### src/rtl/lsu_ctrl_pkg.sv
// Shared definitions for the load/store sequencer: funct3 encodings,
// completion codes, FSM state encoding and access classification.
package lsu_ctrl_pkg;

    // Load/store width encodings carried in funct3
    localparam logic [2:0] LS_B_OP  = 3'b000;
    localparam logic [2:0] LS_H_OP  = 3'b001;
    localparam logic [2:0] LS_W_OP  = 3'b010;
    localparam logic [2:0] LS_BU_OP = 3'b100;
    localparam logic [2:0] LS_HU_OP = 3'b101;

    // Completion code reported alongside o_done
    typedef enum logic [1:0] {
        LSU_ERR_OK       = 2'b00,
        LSU_ERR_MISALIGN = 2'b01,
        LSU_ERR_ILLEGAL  = 2'b10,
        LSU_ERR_TIMEOUT  = 2'b11
    } lsu_err_e;

    // Sequencer states
    typedef enum logic [1:0] {
        ST_IDLE = 2'b00,
        ST_BUS  = 2'b01,
        ST_DONE = 2'b10
    } lsu_state_e;

    // Decide at accept time whether an access can go to the bus.
    // Alignment is checked first, so a misaligned halfword store with the
    // unsigned encoding still reports misaligned.
    function automatic lsu_err_e classify(input logic we, input logic [2:0] f3,
                                          input logic [1:0] addr_lo);
        lsu_err_e res;
        res = LSU_ERR_OK;
        case (f3)
            LS_H_OP, LS_HU_OP: if (addr_lo[0])       res = LSU_ERR_MISALIGN;
            LS_W_OP:           if (addr_lo != 2'b00) res = LSU_ERR_MISALIGN;
            default:           ;
        endcase
        if (res == LSU_ERR_OK) begin
            // 011/11x are undefined; stores have no unsigned variants
            if ((f3 == 3'b011) || (f3[2:1] == 2'b11) || (we && f3[2]))
                res = LSU_ERR_ILLEGAL;
        end
        return res;
    endfunction

endpackage

### src/rtl/lsu_align.sv
// Byte-lane steering between a right-justified core value and the 32-bit
// memory word: byte enables, lane-replicated store data, and load
// extraction with sign/zero extension.
module lsu_align
    import lsu_ctrl_pkg::*;
(
    input  logic [2:0]  funct3,
    input  logic [1:0]  addr_lo,
    input  logic [31:0] wdata,
    input  logic [31:0] rdata,
    output logic [3:0]  be,
    output logic [31:0] wdata_lane,
    output logic [31:0] rdata_ext
);

    logic [7:0]  rbyte;
    logic [15:0] rhalf;

    // Select the addressed lane, then build enables, store data and load data
    always_comb begin
        // NOTE: every output gets a default before the case so no path leaves it unassigned (no latch).
        be         = 4'b1111;
        wdata_lane = wdata;
        rdata_ext  = rdata;

        case (addr_lo)
            2'd0:    rbyte = rdata[7:0];
            2'd1:    rbyte = rdata[15:8];
            2'd2:    rbyte = rdata[23:16];
            default: rbyte = rdata[31:24];
        endcase
        rhalf = addr_lo[1] ? rdata[31:16] : rdata[15:0];

        case (funct3)
            LS_B_OP, LS_BU_OP: begin
                be         = 4'b0001 << addr_lo;
                wdata_lane = {4{wdata[7:0]}};
                // Sign comes from the selected byte, not from word bit 31
                rdata_ext  = funct3[2] ? {24'b0, rbyte} : {{24{rbyte[7]}}, rbyte};
            end
            LS_H_OP, LS_HU_OP: begin
                be         = 4'b0011 << addr_lo;
                wdata_lane = {2{wdata[15:0]}};
                rdata_ext  = funct3[2] ? {16'b0, rhalf} : {{16{rhalf[15]}}, rhalf};
            end
            default: ;
        endcase
    end

endmodule

### src/rtl/lsu_ctrl.sv
// Load/store sequencer: accepts one access from execute, runs a single
// bus transaction (or faults it immediately), and reports completion with
// a one-cycle done pulse. Lane steering lives in lsu_align.
module lsu_ctrl
    import lsu_ctrl_pkg::*;
#(
    parameter int XLEN        = 32,
    parameter int TIMEOUT_CYC = 64
) (
    input  logic            i_clk,
    input  logic            i_rstn,
    input  logic            i_req,
    input  logic            i_we,
    input  logic [2:0]      i_funct3,
    input  logic [XLEN-1:0] i_addr,
    input  logic [XLEN-1:0] i_wdata,
    output logic            o_busy,
    output logic            o_done,
    output logic [1:0]      o_err,
    output logic [XLEN-1:0] o_rdata,
    output logic            o_bus_req,
    output logic            o_bus_we,
    output logic [XLEN-1:0] o_bus_addr,
    output logic [3:0]      o_bus_be,
    output logic [XLEN-1:0] o_bus_wdata,
    input  logic            i_bus_ack,
    input  logic [XLEN-1:0] i_bus_rdata
);

    localparam int CW = (TIMEOUT_CYC > 1) ? $clog2(TIMEOUT_CYC) : 1;

    lsu_state_e      state_q, state_d;
    logic            we_q;
    logic [2:0]      f3_q;
    logic [XLEN-1:0] addr_q;
    logic [XLEN-1:0] wdata_q;
    logic [CW-1:0]   tmo_cnt_q;
    lsu_err_e        err_q;
    logic [XLEN-1:0] rdata_q;

    logic            accept;
    lsu_err_e        acc_err;
    logic            timeout_hit;
    logic [3:0]      be;
    logic [31:0]     wdata_lane;
    logic [31:0]     rdata_ext;

    assign accept  = (state_q == ST_IDLE) && i_req;
    assign acc_err = classify(i_we, i_funct3, i_addr[1:0]);

    // Last allowed bus cycle without ack; a zero limit disables the check
    assign timeout_hit = (TIMEOUT_CYC != 0) && (tmo_cnt_q == CW'(TIMEOUT_CYC - 1));

    lsu_align u_align (
        .funct3     (f3_q),
        .addr_lo    (addr_q[1:0]),
        .wdata      (wdata_q),
        .rdata      (i_bus_rdata),
        .be         (be),
        .wdata_lane (wdata_lane),
        .rdata_ext  (rdata_ext)
    );

    // State register
    always_ff @(posedge i_clk or negedge i_rstn) begin
        // NOTE: sequential state uses non-blocking assignments so every flop samples pre-edge values.
        if (!i_rstn) state_q <= ST_IDLE;
        else         state_q <= state_d;
    end

    // Next-state and output decode; bus outputs are forced to zero outside BUS
    always_comb begin
        state_d     = state_q;
        o_busy      = (state_q != ST_IDLE);
        o_done      = 1'b0;
        o_bus_req   = 1'b0;
        o_bus_we    = 1'b0;
        o_bus_addr  = '0;
        o_bus_be    = 4'b0000;
        o_bus_wdata = '0;

        case (state_q)
            ST_IDLE: begin
                if (i_req) state_d = (acc_err == LSU_ERR_OK) ? ST_BUS : ST_DONE;
            end
            ST_BUS: begin
                o_bus_req   = 1'b1;
                o_bus_we    = we_q;
                o_bus_addr  = {addr_q[XLEN-1:2], 2'b00};
                o_bus_be    = be;
                o_bus_wdata = wdata_lane;
                if (i_bus_ack || timeout_hit) state_d = ST_DONE;
            end
            ST_DONE: begin
                o_done  = 1'b1;
                state_d = ST_IDLE;
            end
            default: state_d = ST_IDLE;
        endcase
    end

    // Capture the request at accept and count bus cycles waiting for ack
    always_ff @(posedge i_clk or negedge i_rstn) begin
        if (!i_rstn) begin
            we_q      <= 1'b0;
            f3_q      <= 3'b000;
            addr_q    <= '0;
            wdata_q   <= '0;
            tmo_cnt_q <= '0;
        end else if (accept) begin
            we_q      <= i_we;
            f3_q      <= i_funct3;
            addr_q    <= i_addr;
            wdata_q   <= i_wdata;
            tmo_cnt_q <= '0;
        end else if (state_q == ST_BUS) begin
            tmo_cnt_q <= tmo_cnt_q + 1'b1;
        end
    end

    // Completion status and load result, updated on the edge that enters DONE
    always_ff @(posedge i_clk or negedge i_rstn) begin
        if (!i_rstn) begin
            err_q   <= LSU_ERR_OK;
            rdata_q <= '0;
        end else if (accept && (acc_err != LSU_ERR_OK)) begin
            err_q   <= acc_err;
            rdata_q <= '0;
        end else if ((state_q == ST_BUS) && i_bus_ack) begin
            // Ack wins over a timeout reached in the same cycle
            err_q   <= LSU_ERR_OK;
            rdata_q <= we_q ? '0 : rdata_ext;
        end else if ((state_q == ST_BUS) && timeout_hit) begin
            err_q   <= LSU_ERR_TIMEOUT;
            rdata_q <= '0;
        end
    end

    assign o_err   = err_q;
    assign o_rdata = rdata_q;

endmodule

### config.mk
export PLATFORM = sky130hd
export DESIGN_NAME = lsu_ctrl
export DESIGN_NICKNAME = d
export VERILOG_FILES = /design/src/rtl/lsu_ctrl_pkg.sv /design/src/rtl/lsu_align.sv /design/src/rtl/lsu_ctrl.sv
export SDC_FILE = /design/constraint.sdc
export NUM_CORES = 1
export LEC_CHECK = 0
export CAP_MARGIN = 10
export CORE_MARGIN = 5
export CORE_UTILIZATION = 45
export DETAILED_ROUTE_END_ITERATION = 8
export PLACE_DENSITY = 0.85
export SETUP_SLACK_MARGIN = 0.3
export SYNTH_ARGS = -nofsm -noshare
export SYNTH_HDL_FRONTEND = slang
export SYNTH_HIERARCHICAL = 1
export SYNTH_SLANG_ARGS = --single-unit
### constraint.sdc
create_clock -name i_clk -period 5.1 [get_ports i_clk]
set_input_delay 0.51 -clock i_clk [delete_from_list [all_inputs] [get_ports i_clk]]
set_output_delay 0.51 -clock i_clk [all_outputs]
set_load 0.01 [all_outputs]
Word-level counts from Yosys, hierarchy flattened
Cells that the tools add are included.

storage, ports and cells
  bits in registers = 110
  bits in latches = 0
  RAM bits = 0
  bits in read-only memories = 0
  input bits = 104
  output and inout bits = 106
  logic and storage cells = 79
  memories kept = 0

cells by class
  add/subtract/negate cells = 1
  multiply operators = 0
  div/mod/pow operators = 0
  order comparisons = 0
  eq/ne operators = 15
  shift operators = 2
  muxes and demuxes = 31
  bitwise operators = 0
  reduce and logical (&&, ||, !) cells = 22

operators with widths
  cell                   number
  $mux W32               8
  $pmux W32 S2           2
  $pmux W8 S3            1
  $mux W16               1
  $mux W2                8
  $mux W6                2
  $eq A3 B3 Y1 const B   3
  $logic_not A2 Y1       4
  $pmux W2 S2            2
  $pmux W4 S2            1
  $reduce_bool A2 Y1     4
  $add A6 B1 Y6 const B  1
  $eq A2 B2 Y1 const B   3
  $eq A3 B1 Y1 const B   2
  $eq A3 B2 Y1 const B   2
  $eq A6 B6 Y1 const B   1
  $reduce_or A2 Y1       3
  $logic_and A1 B1 Y1    5
  $mux W1                5
  $eq A2 B1 Y1 const B   2
  $mux W4                1
  $ne A2 B2 Y1 const B   2
  $shl A1 B2 Y4 const A  1
  $shl A2 B2 Y4 const A  1
  4 further kinds        6

Logic depth before layout (Yosys ltp)
Gate-level depths: netlist of run 1.

  word-level depth = 9
  gate-level depth with buffers = 7
  mapped depth without buffers = 6

By module
Netlist of run 1, hierarchy kept.

by module, submodules not included
  module     instances  cells each  area an instance (sq um)  seq. area each (sq um)
  lsu_ctrl   1          494         4670.7                    2752.6
  lsu_align  1          161         1127.3                    0.0

Worst setup path after synthesis of run 1
No wires, ideal clock.

  path kind = in2reg
  from = input i_req
  to = register rdata_q[10], in the netlist o_rdata[10]
  setup time = 121 ps
  data arrival time = 1880 ps
  required time = 4979 ps
  path slack = 3099 ps
  stages on the path = 6
  buffers on the path = 2
  cell sequence = or3b_1 -> buf_2 -> or3_1 -> a21boi_4 -> buf_6 -> a22o_1

between the ends
  cells in the longest elaborated chain, start to end = 3
  elaborated cells on any way between the ends = 4
  classes of those cells = mux (1); reduce/logical (3)

RTL lines
  element                                                          RTL line         source
  start: declaration                                               lsu_ctrl.sv:12   input logic i_req,
  $logic_and A1 B1 Y1 *                                            lsu_ctrl.sv:48   assign accept = (state_q == ST_IDLE) && i_req;
  $logic_and A1 B1 Y1 *                                            lsu_ctrl.sv:126  end else if (accept && (acc_err != LSU_ERR_OK)) begin
  $reduce_bool A3 Y1 (no line) / $mux W32 (equally long branches)  -
  end signal: assignment                                           lsu_ctrl.sv:132  rdata_q <= we_q ? '0 : rdata_ext;
  end: declaration                                                 lsu_ctrl.sv:39   logic [XLEN-1:0] rdata_q;

Every way passes the cells marked *; elsewhere a longest branch is shown, timed or not.
A chain may end at the register's enable or synchronous reset.

Final worst setup path of run 1
  from = register f3_q[1]
  to = output o_bus_wdata[13]

between the ends
  cells in the longest elaborated chain, start to end = 4
  elaborated cells on any way between the ends = 8
  classes of those cells = eq/ne (3); mux (2); reduce/logical (3)

RTL lines
  element                               RTL line         source
  start: declaration                    lsu_ctrl.sv:34   logic [2:0] f3_q;
  start signal: assignment              lsu_ctrl.sv:112  f3_q <= i_funct3;
  $eq A3 B1 Y1 (tied with other cells)  lsu_align.sv:34  case (funct3)
  $reduce_or A2 Y1                      lsu_align.sv:34
  $pmux W32 S2 *                        lsu_align.sv:34
  via wdata_lane[13]                    lsu_ctrl.sv:45   logic [31:0] wdata_lane;
  $mux W32 *                            lsu_ctrl.sv:82   case (state_q)
  end: declaration                      lsu_ctrl.sv:25   output logic [XLEN-1:0] o_bus_wdata,

The timed path passes the listed nets; every way through them passes the cells marked *.

==> results of run 1 <==
[final timing paths]
check                                       startpoint  depth (start not counted)  slack, ps                      end
worst max-delay path               f3_q[1]$_DFFE_PN0P_                          4       1670          o_bus_wdata[13]
worst min-delay path                            i_rstn                          1        270  o_rdata[18]$_DFFE_PN0P_
worst max register to register     f3_q[1]$_DFFE_PN0P_                          4       2600  o_rdata[14]$_DFFE_PN0P_
worst min register to register  addr_q[16]$_DFFE_PN0P_                          2        470   addr_q[16]$_DFFE_PN0P_
max in group asynchronous                       i_rstn                          2       3740   wdata_q[4]$_DFFE_PN0P_
min in group i_clk              addr_q[16]$_DFFE_PN0P_                          2        470   addr_q[16]$_DFFE_PN0P_
[sequential cells by signal (all words and copies together) (netlist names)]
name,flops
addr_q,32
o_rdata,32
wdata_q,32
tmo_cnt_q,6
f3_q,3
o_err,2
state_q,2
we_q,1
[power groups by stage]
stage	combinational [W]	sequential [W]	clock, W
2_1_floorplan	0.000694	0.00121	0
3_3_place_gp	0.00102	0.00129	0
3_5_place_dp	0.00104	0.00130	0
4_1_cts	0.00105	0.00128	0.000714
5_1_grt	0.00115	0.00131	0.000747
6_report	0.00104	0.00128	0.000697
[cell usage in the layout, fill, tap and decap left out, types with 2 or more instances in the layout]
cell type / n
a21oi_1: 3
a221o_1: 14
a22o_1: 41
a2bb2oi_1: 2
and2_1: 67
buf_4: 5
clkbuf_16: 9
clkbuf_8: 2
clkdlybuf4s50_1: 206
clkinv_4: 2
conb_1: 2
dfrtp_1: 109
inv_1: 3
inv_2: 2
inv_6: 2
mux2_2: 18
mux2i_1: 17
nand2_1: 239
nand2b_1: 2
nor2_1: 9
nor2b_1: 2
o21a_1: 2
o21ai_0: 35
o21bai_1: 5
or2_2: 2
or3b_2: 2
[routing by layer]
layer | GRT usage | up-vias | routed length [µm]
li1 | - | 2505 | -
met1 | 0.302 | 2508 | 7040
met2 | 0.363 | 221 | 8190
met3 | 0.0828 | 28 | 1830
met4 | 0.0872 | 0 | 386
met5 | 0 | - | 0
[logic make-up (layout without fill, tap and decap cells)]
logic type	Yosys count	count (layout)	synth area share
AO/OA/AOI/OAI	111	111	0.145
XOR/XNOR	1	1	0.00151
adder cells (fa/ha/maj)	1	1	0.00216
buffers and inverters	61	232	0.0533
flip-flops	110	110	0.475
multiplexers	36	36	0.0682
other	1	2	0.000647
AND/OR/NAND/NOR	334	334	0.254
[per-stage QoR]
step                instances  total power [W]  instance area (µm²)  hold slack [ps]
floorplan                 656          0.00190                 5800              214
global placement          983          0.00231                 7840              449
detailed placement        983          0.00234                 7840              454
CTS                       999          0.00304                 8130              306
global route              999          0.00321                 8130              359
finish                    999          0.00302                 8130              267
[worst reg2reg max path: cells and delay by family (launching register included)]
kind	cells	cell delay, ps
flops	1	1020
simple gates	2	840
compound gates	2	520
[cell type report]
class / count / area, µm²
Clock inverter: 5 / 40.0
Inverter: 5 / 18.8
Tap cell: 172 / 215
Sequential cell: 110 / 2750
Clock buffer: 11 / 253
Multi-Input combinational cell: 485 / 2750
Fill cell: 1049 / 4490
Timing Repair Buffer: 211 / 2100
==> metrics.md, run 1 <==
| Metric | Value |
|---|---|
| Via count | 5262 |
| Status | complete, no violations |
| Clock share of power | 0.231 |
| Synth Warn # | 6 |
| Largest net degree at the start of global routing | 74 |
| TritonCTS Sinks | 110 |
| Starting DRT DRC Count | 374 |
| CP endpoint kind | output port |
| Leakage | 3.73 nW |
| Top-count cell post-synth | nand2_1 |
| Endpoints failing setup | 0 |
| Final period utilization | 0.673 |
| Post-CTS Setup Repair Bufs | 0 |
| Buffers added on ports | 207 |
| Synth Register Bits | 110 |
| CP Cell Sequence | nor2_1 > mux2_2 > and2_1 > clkdlybuf4s50_1 |
| Root Driver | clkbuf_16 |
| First-pass GRT wire length | 27.5 mm |
| CP Data Required Time | 4590 ps |
| Synth Flop Type | dfrtp_1 |
| Seq/Total Area, Yosys | 0.475 |
| # DRC | 0 |
| Clk_lat worst skew | 360 ps |
| Unrepaired setup endpoints after global routing | no |
| Distinct cells, synth | 47 |
| Grt ovf | 0 |
| H-Tree Depth | 3 |
| Routed wire length | 17.4 mm |
| ANT cells | 0 |
| Kind of cell adding the most delay to the critical path | simple AND/OR/NAND/NOR gates |
| Area contributors post-synth | dfrtp_1 (47%), nand2_1 (15%), and2_1 (7.2%), a22o_1 (6.2%), mux2_2 (3.5%) |
| CORE AREA | 0.0126 mm² |
| Max-Cap Viols | 0 |
| Crit path DAT | 2920 ps |
| Dpl ws | 2070 ps |
| Max Fclk | 291 MHz |
| Mapped Cells | 655 |
| Cell accounting for the most synthesized area | dfrtp_1 |
| DR pass1 iterations | 5 |
| Shortest period the worst path allows | 3430 ps |
| CTS max path bufs | 2 |
| Num CTS Buffers | 9 |
| Layout Utilization | 0.644 |
| Routability cong. | 0.862 |
| TritonCTS clock tree | done |
| Combinational Power Share | 0.345 |
| Layout cells sized above 1 | 0.0605 |
| Fraction of registers with async set/reset | 1.00 |
| # rows | 41 |
| Syn Std Cell Area | 0.00580 mm² |
| Die ar. | 0.0153 mm² |
| Post-synth EDFFs | 0 |
| Slew Limit Headroom | 0.340 |
| Initial Util | 0.459 |
| Measured slew at the worst slew-check pin | 990 ps |
| VDD IR max | 0.000240 V |
| Area growth, synth to finish | 40.2% |
| Reg power frac | 0.424 |
| Final Skew | 9.46 ps |
| Final Hold Vio Count | 0 |
| Total negative slack | 0 ps |
| Number of antenna-violating nets in the routed design | 0 |
| Hold buffer count at CTS | 0 |
| Hold crit path type | primary input to asynchronous set/reset pin |
| Synth top area share | 0.475 |
| Post-synthesis average cell area | 8.85 µm² |
| Setup WS post-layout | 1670 ps |
| Final #Nets | 927 |
| Resized cells post-CTS | 0 |
| CP Launch Type | flop |
| Psw | 0.00103 W |
| Clock slew at reported path FFs | 70 ps |
| Critical setup path kind | flop to output port |
| Power Internal | 0.00198 W |
| Routed vias/inst | 5.27 |
| Die span in y | 124 µm |
| Power Density | 371 mW/mm² |
| Initial antenna violation count | 0 |
| Worst Path Max Fanout | 61 |
| Sw Share | 0.343 |
| Crit path buf inv count | 1 |
| CP max-delay cell | dfrtp_2 |
| Max Slew Vio Count | 0 |
| Wirelength per Cell | 17.5 µm |
| Post-DP HPWL | 12.3 mm |
| Top post-synthesis cells by count | nand2_1 (239), dfrtp_1 (110), and2_1 (67) |
| Vias in the first global route | 5180 |
| Ports | 210 |
| Max incr delay on CP | 770 ps |
| Die Wd | 124 µm |
| Global Route Usage Sum | 0.234 |
Power figures use the tool's default switching activity.
==> run 2: changes to the inputs <==
==> constraint.sdc (replaced) <==
create_clock -name i_clk -period 3.3 [get_ports i_clk]
set_input_delay 0.33 -clock i_clk [delete_from_list [all_inputs] [get_ports i_clk]]
set_output_delay 0.33 -clock i_clk [all_outputs]
set_load 0.01 [all_outputs]
==> metrics.md, run 2 (synthesis gave the netlist of run 1 again) <==
| Metric | Value |
|---|---|
| Status | complete, no violations |
| Post-Layout Cell Count | 1005 (+0.60%) |
| Storage element area | 0.00275 mm² (unchanged) |
| Max-Cap Viols | 0 (unchanged) |
| CP endpoint kind | output port |
| Wirelength per Cell | 17.0 µm (-2.7%) |
| Grt ovf | 0 (unchanged) |
| Post-DP HPWL | 12.0 mm (-2.8%) |
| Worst Path Max Fanout | 9 (-85%) |
| Largest net degree at the start of global routing | 71 (-4.1%) |
| CP max-delay cell | nor2_1 |
| Hold buffer count at CTS | 0 (unchanged) |
| CP Cell Sequence | nor2_1 > mux2_2 > and2_1 > clkdlybuf4s50_1 |
| Number of antenna-violating nets in the routed design | 0 (unchanged) |
| Hold crit path type | primary input to asynchronous set/reset pin |
| Most frequent cells in the layout | nand2_1 (239), clkdlybuf4s50_1 (206), dfrtp_1 (109), and2_1 (67), a22o_1 (41) |
| Number of fillers in the final layout | 1026 (-2.2%) |
| Buffers added on ports | 207 (unchanged) |
| Critical setup path kind | flop to output port |
| CP Data Required Time | 2970 ps (-1620 ps) |
| Max Slew Vio Count | 0 (unchanged) |
| Max Fclk | 368 MHz |
| DR pass1 iterations | 5 (unchanged) |
| Routed vias/inst | 5.18 (-1.7%) |
| Die span in y | 124 µm (unchanged) |
| Crit. Startpoint | f3_q[1]$_DFFE_PN0P_ |
| Clock slew at reported path FFs | 80 ps (about the same) |
| Endpoints failing setup | 0 (unchanged) |
| Ports | 210 (unchanged) |
| TritonCTS Sinks | 110 (unchanged) |
| Layout cells sized above 1 | 0.0672 (+0.00677) |
| Num CTS Buffers | 9 (unchanged) |
| CORE AREA | 0.0126 mm² (unchanged) |
| Initial Util | 0.459 (unchanged) |
| TritonCTS clock tree | done |
| Final #Nets | 933 (+0.65%) |
| Root Driver | clkbuf_16 |
| Commonest non-fill, non-tap cell in the layout | nand2_1 |
| Total negative slack | 0 ps (unchanged) |
| Vias in the first global route | 5154 (-0.50%) |
| Initial antenna violation count | 0 (unchanged) |
| Final Skew | 8.10 ps (-1.36 ps) |
| Global Route Usage Sum | 0.229 (-0.00494) |
| Shortest period the worst path allows | 2720 ps |
| Area growth, synth to finish | 41.8% |
| Die Wd | 124 µm (unchanged) |
| Final period utilization | 0.824 |
| Resized cells post-CTS | 0 (unchanged) |
| Kind of cell adding the most delay to the critical path | simple AND/OR/NAND/NOR gates |
| ANT cells | 0 (unchanged) |
| Unrepaired setup endpoints after global routing | no |
| CP Launch Type | flop |
| Crit path buf inv count | 1 (unchanged) |
| Max incr delay on CP | 600 ps (-170 ps) |
| Worst r2r src | addr_q[1]$_DFFE_PN0P_ |
| # rows | 41 (unchanged) |
| # DRC | 0 (unchanged) |
| Post-CTS Setup Repair Bufs | 0 (unchanged) |
| Power Density | 579 mW/mm² (+56%) |
| CTS max path bufs | 2 (unchanged) |
| H-Tree Depth | 3 (unchanged) |
| Routed wire length | 17.1 mm (-2.1%) |
| Die ar. | 0.0153 mm² (unchanged) |
| Placed Cells | 989 (+0.61%) |
| VDD IR max | 0.000342 V (+42%) |
| Via count | 5202 (-1.1%) |
| First-pass GRT wire length | 27.0 mm (-1.8%) |
| Slew Limit Headroom | 0.482 (+0.142) |
| Clk_lat worst skew | 360 ps (about the same) |
| Routability cong. | 0.875 (+1.5%) |
| Measured slew at the worst slew-check pin | 773 ps (-216 ps) |
| Leakage | 3.77 nW (+1.2%) |
| Final Hold Vio Count | 0 (unchanged) |
| Multi-input combinational cell area | 0.00275 mm² (unchanged) |
| Crit path DAT | 2390 ps (-530 ps) |
| Starting DRT DRC Count | 418 (+12%) |
==> run 2: layer usage <==
layer	part of all wire	global-route usage	vias to the layer above
li1	-	-	2521
met1	0.41	0.293	2447
met2	0.46	0.370	213
met3	0.11	0.0746	21
met4	0.018	0.0720	0
met5	0	0	-
==> run 2: worst reg2reg max path, cell delays in order (launching register included) <==
cell and delay [ps]:
dfrtp_1 440, buf_4 270, mux4_2 540, and3b_1 290, a221o_1 310, a22o_1 210
==> run 2: area by class of cell <==
class,instances,area share
multi-input cells,485,0.334
well taps,172,0.0262
clock buffers,11,0.0307
clock inverters,5,0.00776
flip-flops and latches,110,0.335
repair buffers,217,0.264
inverters,5,0.00228
==> run 2: where the power goes <==
group | switching (W) | internal (W)
Sequential | 0.000226 | 0.00166
Clock | 0.000516 | 0.000638
Combinational | 0.000858 | 0.000870
==> run 2: worst paths after layout <==
path                                           end  slack, ps  depth (start not counted)
setup / recovery                   o_bus_wdata[12]        580                          4
hold / removal              o_rdata[0]$_DFFE_PN0P_         10                          1
setup reg to reg           o_rdata[10]$_DFFE_PN0P_       1140                          5
hold reg to reg              addr_q[2]$_DFFE_PN0P_        470                          2
max in group asynchronous  wdata_q[25]$_DFFE_PN0P_       2540                          2
min in group i_clk           addr_q[2]$_DFFE_PN0P_        470                          2
==> run 2: through the flow <==
step                area [µm²]  setup WS (ps)  hold WS (ps)  power [W]  utilization
floorplan                 5800           1400          34.4    0.00294            -
global placement          7910            847           432    0.00360        0.627
detailed placement        7910            787           434    0.00363        0.627
CTS                       8220            573          53.8    0.00479        0.652
global route              8220            495          79.1    0.00507        0.652
finish                    8220            581          10.4    0.00476        0.652
==> run 3: changes to the inputs <==
--- a/config.mk
+++ b/config.mk
@@ -7,9 +7,9 @@
 export LEC_CHECK = 0
 export CAP_MARGIN = 10
 export CORE_MARGIN = 5
-export CORE_UTILIZATION = 45
+export CORE_UTILIZATION = 41
 export DETAILED_ROUTE_END_ITERATION = 8
-export PLACE_DENSITY = 0.85
+export PLACE_DENSITY = 0.81
 export SETUP_SLACK_MARGIN = 0.3
 export SYNTH_ARGS = -nofsm -noshare
 export SYNTH_HDL_FRONTEND = slang
==> constraint.sdc (replaced) <==
create_clock -name i_clk -period 2.3 [get_ports i_clk]
set_input_delay 0.23 -clock i_clk [delete_from_list [all_inputs] [get_ports i_clk]]
set_output_delay 0.23 -clock i_clk [all_outputs]
set_load 0.01 [all_outputs]
==> metrics.md, run 3 (synthesis gave the netlist of run 1 again) <==
| Metric | Value |
|---|---|
| Setup WS post-layout | 256 ps (-326 ps) |
| Final Skew | 6.79 ps (-1.31 ps) |
| Shortest period the worst path allows | 2040 ps |
| CP Data Required Time | 2070 ps (-900 ps) |
| Clock slew at reported path FFs | 70 ps (about the same) |
| CTS max path bufs | 2 (unchanged) |
| Area growth, synth to finish | 49.8% |
| Number of fillers in the final layout | 1177 (+15%) |
| Final period utilization | 0.889 |
| Die span in y | 129 µm (+4.4%) |
| Vias in the first global route | 5575 (+8.2%) |
| H-Tree Depth | 3 (unchanged) |
| DR pass1 iterations | 5 (unchanged) |
| Status | complete, no violations |
| Storage element area | 0.00276 mm² (about the same) |
| TritonCTS Sinks | 110 (unchanged) |
| Initial antenna violation count | 0 (unchanged) |
| CP endpoint kind | output port |
| Crit path DAT | 1810 ps (-580 ps) |
| Routed vias/inst | 5.19 (+0.21%) |
| Max-Cap Viols | 0 (unchanged) |
| Measured slew at the worst slew-check pin | 738 ps (-35.2 ps) |
| Ports | 210 (unchanged) |
| Grt ovf | 0 (unchanged) |
| Worst Path Max Fanout | 4 (-5) |
| # DRC | 0 (unchanged) |
| CP Launch Type | flop |
| Critical setup path kind | flop to output port |
| Final Hold Vio Count | 0 (unchanged) |
| Unrepaired setup endpoints after global routing | yes |
| ANT cells | 0 (unchanged) |
| Commonest non-fill, non-tap cell in the layout | nand2_1 |
| Leakage | 4.36 nW (+15%) |
| Starting DRT DRC Count | 289 (-31%) |
| Dpl ws | 23.6 ps (-764 ps) |
| Via count | 5431 (+4.4%) |
| Power Density | 831 mW/mm² (+43%) |
| Layout Utilization | 0.626 (-0.0259) |
| Multi-input combinational cell area | 0.00283 mm² (+3.0%) |
| # rows | 43 (+4.9%) |
| Number of antenna-violating nets in the routed design | 0 (unchanged) |
| Hold crit path type | primary input to flop |
| Post-DP HPWL | 12.6 mm (+4.9%) |
| Total negative slack | 0 ps (unchanged) |
| TritonCTS clock tree | done |
| Max Fclk | 489 MHz |
| Global Route Usage Sum | 0.218 (-0.0107) |
| Layout cells sized above 1 | 0.142 (+0.0746) |
| Die Wd | 129 µm (+4.4%) |
| Most frequent cells in the layout | nand2_1 (239), clkdlybuf4s50_1 (138), dfrtp_1 (107), and2_1 (59), dlygate4sd2_1 (48) |
| Die ar. | 0.0166 mm² (+9.0%) |
| Max Slew Vio Count | 0 (unchanged) |
| Endpoints failing setup | 0 (unchanged) |
| Largest net degree at the start of global routing | 70 (-1.4%) |
| Initial Util | 0.418 (-0.0417) |
| Buffers added on ports | 207 (unchanged) |
| Routed wire length | 18.6 mm (+8.7%) |
| Num CTS Buffers | 9 (unchanged) |
| Clk_lat worst skew | 350 ps (about the same) |
| First-pass GRT wire length | 28.6 mm (+5.6%) |
| CORE AREA | 0.0139 mm² (+10%) |
| Root Driver | clkbuf_16 |
| VDD IR max | 0.000368 V (+7.4%) |
| Routability cong. | 0.850 (-2.8%) |
| Total Power | 0.00722 W (+52%) |
| Slew Limit Headroom | 0.508 (+0.0254) |
| Final Hold Slack | 395 ps (+384 ps) |
| Wirelength per Cell | 17.7 µm (+4.3%) |
| Final #Nets | 968 (+3.8%) |
## run 3: metrics by stage
step                      instances  cell area [µm²]
after floorplan                 656             5800
after global placement         1010             8040
after detailed placement       1010             8040
after CTS                      1042             8590
after global routing           1047             8690
final                          1047             8690
## run 3: cell type report
class                           instances  share of cell area
Timing Repair Buffer                  252               0.294
Multi-Input combinational cell        485               0.326
Tap cell                              180              0.0259
Clock inverter                          5             0.00691
Clock buffer                           10              0.0264
Sequential cell                       110               0.317
Inverter                                5             0.00317
## run 3: worst max-delay path, stage by stage (launching register included)
cell     delay [ps]
dfrtp_2         420
buf_6           120
nor2_4          110
buf_4           120
buf_6           110
mux2_4          310
and2_4          150
buf_6           120
## run 3: final timing paths
path / startpoint / endpoint / slack, ps / cells after the start
min: i_addr[8] / addr_q[8]$_DFFE_PN0P_ / 390 / 3
max in group asynchronous: i_rstn / f3_q[0]$_DFFE_PN0P_ / 1200 / 3
min reg2reg: addr_q[8]$_DFFE_PN0P_ / addr_q[8]$_DFFE_PN0P_ / 470 / 2
max reg2reg: f3_q[1]$_DFFE_PN0P_ / o_rdata[0]$_DFFE_PN0P_ / 280 / 7
max: f3_q[0]$_DFFE_PN0P_ / o_bus_wdata[15] / 260 / 7
min in group asynchronous: i_rstn / addr_q[31]$_DFFE_PN0P_ / 410 / 2
## run 3: report_power, final
| group | switching (W) | internal, W | total [W] | leakage [nW] |
|---|---|---|---|---|
| combinational | 0.00137 | 0.00157 | 0.00294 | 2.81 |
| sequential | 0.000337 | 0.00238 | 0.00272 | 1.41 |
| clock | 0.000717 | 0.000844 | 0.00156 | 0.139 |
## run 3: per-layer routing
layer,vias up,wire (µm),GRT usage
li1,2594,-,-
met1,2594,7420,0.263
met2,213,9020,0.366
met3,30,1700,0.0706
met4,0,426,0.0809
met5,-,0,0
## run 3: timing repair
item,CTS,global route
endpoints found under the hold margin,39,0
buffers inserted,11,4
endpoints found under the setup margin,72,52
gates resized for setup,128,50
hold buffers,1,0
pin swaps,1,17
gates cloned,5,1
